--- src/rtl/mult_pkg.sv ---
// Shared types and constants for the signed shift-add multiplier controller.
package mult_pkg;

    localparam int DEF_WIDTH = 8;
    localparam int DEF_CNT_W = $clog2(DEF_WIDTH);

    typedef enum logic [1:0] {
        IDLE  = 2'd0,
        ADD   = 2'd1,
        SHIFT = 2'd2,
        DONE  = 2'd3
    } state_t;

    typedef logic signed [DEF_WIDTH-1:0]   operand_t;
    typedef logic signed [2*DEF_WIDTH-1:0] product_t;

endpackage

--- src/rtl/add_sub9.sv ---
// Combinational adder/subtractor; subtract is formed as a + ~b + 1, carry out dropped.
module add_sub9
    import mult_pkg::*;
#(
    parameter int W = DEF_WIDTH + 1
) (
    input  logic [W-1:0] a,
    input  logic [W-1:0] b,
    input  logic         sub,
    output logic [W-1:0] sum
);

    logic [W-1:0] b_eff;
    logic [W-1:0] carry_in;

    always_comb begin
        b_eff    = sub ? ~b : b;
        carry_in = {{(W-1){1'b0}}, sub};
        sum      = a + b_eff + carry_in;
    end

endmodule

--- src/rtl/shift_add_mult_ctrl.sv ---
// Sequencer and datapath registers for the signed shift-add multiplier.
//   state | meaning
//   IDLE  | waiting for a start rise; product holds the last result
//   ADD   | conditionally add (or, on the last pass, subtract) S into {X,A}
//   SHIFT | arithmetic right shift of {X,A,B}; advance or finish
//   DONE  | publish {A,B}, pulse done, drop busy
module shift_add_mult_ctrl
    import mult_pkg::*;
#(
    parameter int WIDTH = DEF_WIDTH,
    parameter int CNT_W = $clog2(WIDTH)
) (
    input  logic                 clk,
    input  logic                 rst_n,
    input  logic                 start,
    input  logic [WIDTH-1:0]     multiplicand,
    input  logic [WIDTH-1:0]     multiplier,
    output logic                 busy,
    output logic                 done,
    output logic [2*WIDTH-1:0]   product
);

    state_t             state;
    logic               start_q;
    logic               x_bit;
    logic [WIDTH-1:0]   a_hi;
    logic [WIDTH-1:0]   b_lo;
    logic [WIDTH-1:0]   s_reg;
    logic [CNT_W-1:0]   cnt;

    logic               last_iter;
    logic               launch;
    logic [WIDTH:0]     sum;

    // The last partial product carries negative weight, hence the subtract.
    assign last_iter = (cnt == CNT_W'(WIDTH - 1));
    assign launch    = start & ~start_q & (state == IDLE);

    add_sub9 #(
        .W   (WIDTH + 1)
    ) u_add_sub (
        .a   ({a_hi[WIDTH-1], a_hi}),
        .b   ({s_reg[WIDTH-1], s_reg}),
        .sub (last_iter),
        .sum (sum)
    );

    always_ff @(posedge clk or negedge rst_n) begin
        if (!rst_n) begin
            state   <= IDLE;
            start_q <= 1'b0;
            x_bit   <= 1'b0;
            a_hi    <= '0;
            b_lo    <= '0;
            s_reg   <= '0;
            cnt     <= '0;
            busy    <= 1'b0;
            done    <= 1'b0;
            product <= '0;
        end else begin
            start_q <= start;
            done    <= 1'b0;
            case (state)
                IDLE: begin
                    if (launch) begin
                        x_bit <= 1'b0;
                        a_hi  <= '0;
                        b_lo  <= multiplier;
                        s_reg <= multiplicand;
                        cnt   <= '0;
                        busy  <= 1'b1;
                        state <= ADD;
                    end
                end
                ADD: begin
                    if (b_lo[0]) begin
                        {x_bit, a_hi} <= sum;
                    end
                    state <= SHIFT;
                end
                SHIFT: begin
                    a_hi <= {x_bit, a_hi[WIDTH-1:1]};
                    b_lo <= {a_hi[0], b_lo[WIDTH-1:1]};
                    if (last_iter) begin
                        state <= DONE;
                    end else begin
                        cnt   <= cnt + CNT_W'(1);
                        state <= ADD;
                    end
                end
                DONE: begin
                    product <= {a_hi, b_lo};
                    done    <= 1'b1;
                    busy    <= 1'b0;
                    state   <= IDLE;
                end
                default: state <= IDLE;
            endcase
        end
    end

endmodule

--- config.mk ---
export PLATFORM = sky130hd
export DESIGN_NAME = shift_add_mult_ctrl
export DESIGN_NICKNAME = d
export VERILOG_FILES = /design/src/rtl/mult_pkg.sv /design/src/rtl/add_sub9.sv /design/src/rtl/shift_add_mult_ctrl.sv
export SDC_FILE = /design/constraint.sdc
export NUM_CORES = 1
export LEC_CHECK = 0
export ABC_CLOCK_PERIOD_IN_PS = 2730
export BUFFER_PORTS_ARGS = -buffer_cell sky130_fd_sc_hd__buf_2
export CORE_UTILIZATION = 57
export CTS_BUF_LIST = sky130_fd_sc_hd__clkbuf_16
export DETAILED_ROUTE_END_ITERATION = 10
export GPL_ROUTABILITY_DRIVEN = 1
export PLACE_DENSITY = 0.84
export SLEW_MARGIN = 20
export SYNTH_ARGS = -nofsm -noshare
export SYNTH_HDL_FRONTEND = slang
export SYNTH_SLANG_ARGS = --single-unit
--- constraint.sdc ---
create_clock -name clk -period 2.73 [get_ports clk]
set_input_delay 0.546 -clock clk [delete_from_list [all_inputs] [get_ports clk]]
set_output_delay 0.546 -clock clk [all_outputs]
set_load 0.03 [all_outputs]
==> results.md <==
* Total number of vias at about 1900
* Area growth, synth to finish at 14.00%
* Total global routing overflow at 0
* Post-synth cell types at 45
* Placed instance area at around 2900 µm²
* Diode count at 0
* Met1 Usage GRT at 0.3091
* Yosys top cell area share at 0.4618
* Crit Path Class: reg2reg
* Tmin final at around 2.6 ns
* Worst Tran Pin Value at between 0.6 and 0.7 ns
* Max reg flops at 16
* Largest net degree at the start of global routing at 32
* R2R Path Start: cnt[0]
* Combinational share of power at 0.514
* Fill cells at 331
* Worst path arrival time at ~2.8 ns
* CP Launch Point: cnt[0]
* Top reg by flops: product
* Commonest non-fill, non-tap cell in the layout: dfrtp_1
* Period utilization at 0.9443
* Clock Latency Late Sink at around 0.29 ns
* Post-DRT Antenna Nets at 0
* Layout cells sized above 1 at 0.3088
* Internal power at between 2 and 2.5 mW
* Post-synth EDFFs at 0
* Yosys warning count at 0
* CP Launch Type: register
* Num CTS Buffers at 5
* DR iter-0 viols at 142
* #FFs+latches synth at slightly below 50
* Clk pwr share at 0.162
* Total GRT Usage at 0.2374
* Number of port buffers at 36
* PD cells at between 1000 and 1500 nW/µm²
* Met3 GRT Util at 0.05483
* Most frequent cells in the layout: dfrtp_1, buf_2, nand2_1, mux2_2, o21ai_0
* Setup tns final at 0 ns
* Post-DP HPWL at around 3.7 mm
* Die Y at about 70 µm
* P_sw at approximately 1.7 mW
* VDD IR max at 0.7422 mV
* CTS tree: built
* Reg clk slew, reported paths at around 0.070 ns
* DR WL/cell at ~17 µm
* Worst Skew at between 0.006 and 0.007 ns
* FP Rows at 24
* Routed vias/inst at ~5.8
* Final Slew Violations at 0
* Global-route wire length before repair at approximately 9 mm
* WP data required at between 2 and 3 ns
* RD Place Congestion at just under 0.9
* Crit path capture: a_hi[6]
* Worst R2R Path Depth at 9
* # setup viols final at 0
* Cells after synthesis at roughly 230
* Initial core utilization at 0.6015
* Reg-to-reg slack, setup at 0.15 ns
* Syn_area_per_cell at ~11 µm²
* Max Clk Rate at between 300 and 400 MHz
* Busiest layer in global routing: met2
* Die area at 4935 µm²
* Asr flop ratio synth at 1.000
* Routing usage on met2 at 0.3778
* Fin util at 0.6857
* Switching Fraction at 0.4359
* LEAKAGE at around 1.5 nW
* Total Wirelength at roughly 5.4 mm
* Antenna violations before repair at 0
* Post-route design area at between 3000 and 4000 µm²
* Flop pwr share at 0.325
* Dpl ws at 0.09200 ns
* # DRC at 0
* Min Hold Slack at 0.1824 ns
* Htree depth at 2
* 1st-pass router iterations at 4
* Post-route setup slack at approximately 0.15 ns
* Post-CTS Hold Buffers at 0
* Relative slew slack at 0.5636
* CTS root buf: clkbuf_16
* Worst flop-to-flop path endpoint: a_hi[6]
* Final non-filler cell total at 324
* Hold/Removal Path Class: in2async
* Vias in the first global route at between 1500 and 2000
* Synth area leaders: dfrtp_1, mux2_2, ha_1, mux2i_1, nand2_1
* Maximum capacitance violations at 0
* Die Width at roughly 70 µm
* Placed insts at ~320
* Post-synthesis sequential area ratio at 0.4618
* Design Power at around 4 mW
* Status: finished clean
* Cell area after synthesis at about 2700 µm²
* Setup crit end kind: register
* CP Max Fanout at 12
* Yosys top cell by area: dfrtp_1
* Top_reg_cell synth: dfrtp_1
* Final hold vios at 0
* Clock Sinks at 49
* IO Pins at 37
* Core outline area at 4414 µm²
* Syn nets at approximately 270
* Clock buffer depth at 2
* RSZ-0062 raised after global routing: no
* Nets at 306
-- layer usage --
| layer | vias up | share of wire | wire length [µm] |
|---|---|---|---|
| met4 | 0 | 0.018 | 96 |
| met1 | 931 | 0.45 | 2425 |
| met3 | 10 | 0.035 | 187 |
| met5 | - | 0 | 0 |
| li1 | 911 | - | - |
| met2 | 36 | 0.50 | 2708 |
-- cells by family (layout without fill, tap and decap cells) --
| family | count (synthesis) | after routing | synth area share |
|---|---|---|---|
| compound gates | 54 | 54 | 0.1475 |
| flops | 49 | 49 | 0.4618 |
| simple gates | 48 | 48 | 0.08812 |
| mux | 37 | 37 | 0.1527 |
| buf+inv | 18 | 57 | 0.03534 |
| fa+ha+maj | 16 | 16 | 0.07823 |
| xor+xnor | 11 | 11 | 0.03629 |
-- how the worst min path moves through the flow --
stage / slack (ns) / to / startpoint
after global placement: 0.48 / product[8] / product[8]
after global routing: 0.21 / a_hi[0] / rst_n
after CTS: 0.20 / product[9] / rst_n
after detailed placement: 0.49 / product[8] / product[8]
after floorplan: 0.25 / a_hi[0] / rst_n
final: 0.18 / product[9] / rst_n
-- layout make-up --
type,instances,area (µm²),share of cell area
Timing Repair Buffer,41,217.7,0.07193
Multi-Input combinational cell,166,1338,0.4419
Inverter,8,30.03,0.009921
Sequential cell,49,1226,0.4051
Tap cell,52,65.06,0.02150
Clock inverter,3,25.02,0.008268
Clock buffer,5,125.1,0.04134
-- Yosys cell counts, types with 3 or more instances --
cell type  number
nand2b_1        5
a21oi_1         8
nor2b_1         4
dfrtp_1        49
ha_1           15
nand2_1        27
o21ai_0        18
buf_2           6
mux2i_1        12
xor2_1          9
inv_1           7
a31oi_1         5
a22o_1          3
mux2_2         24
nand3_1         4
-- worst max-delay path, cell delays in order, from the launching register on --
cell and delay [ns]:
dfrtp_1 0.40, ha_1 0.19, ha_2 0.35, buf_4 0.20
xor2_1 0.19, ha_1 0.31, a21oi_1 0.20, a21boi_0 0.35
xnor2_1 0.18, o21ai_0 0.09
-- power by group through the flow --
stage | Sequential, mW | Clock [mW] | Combinational, mW
2_1_floorplan | 1.43 | 0 | 1.38
3_3_place_gp | 1.25 | 0 | 1.90
3_5_place_dp | 1.27 | 0 | 1.97
4_1_cts | 1.26 | 0.638 | 2.00
5_1_grt | 1.30 | 0.670 | 2.18
6_report | 1.26 | 0.630 | 2.00
-- what timing repair did --
item,4_1_cts,5_1_grt
buffers inserted,0,0
endpoints found under the setup margin,0,4
resized for setup,0,1
(Power assumes the default switching activity.)
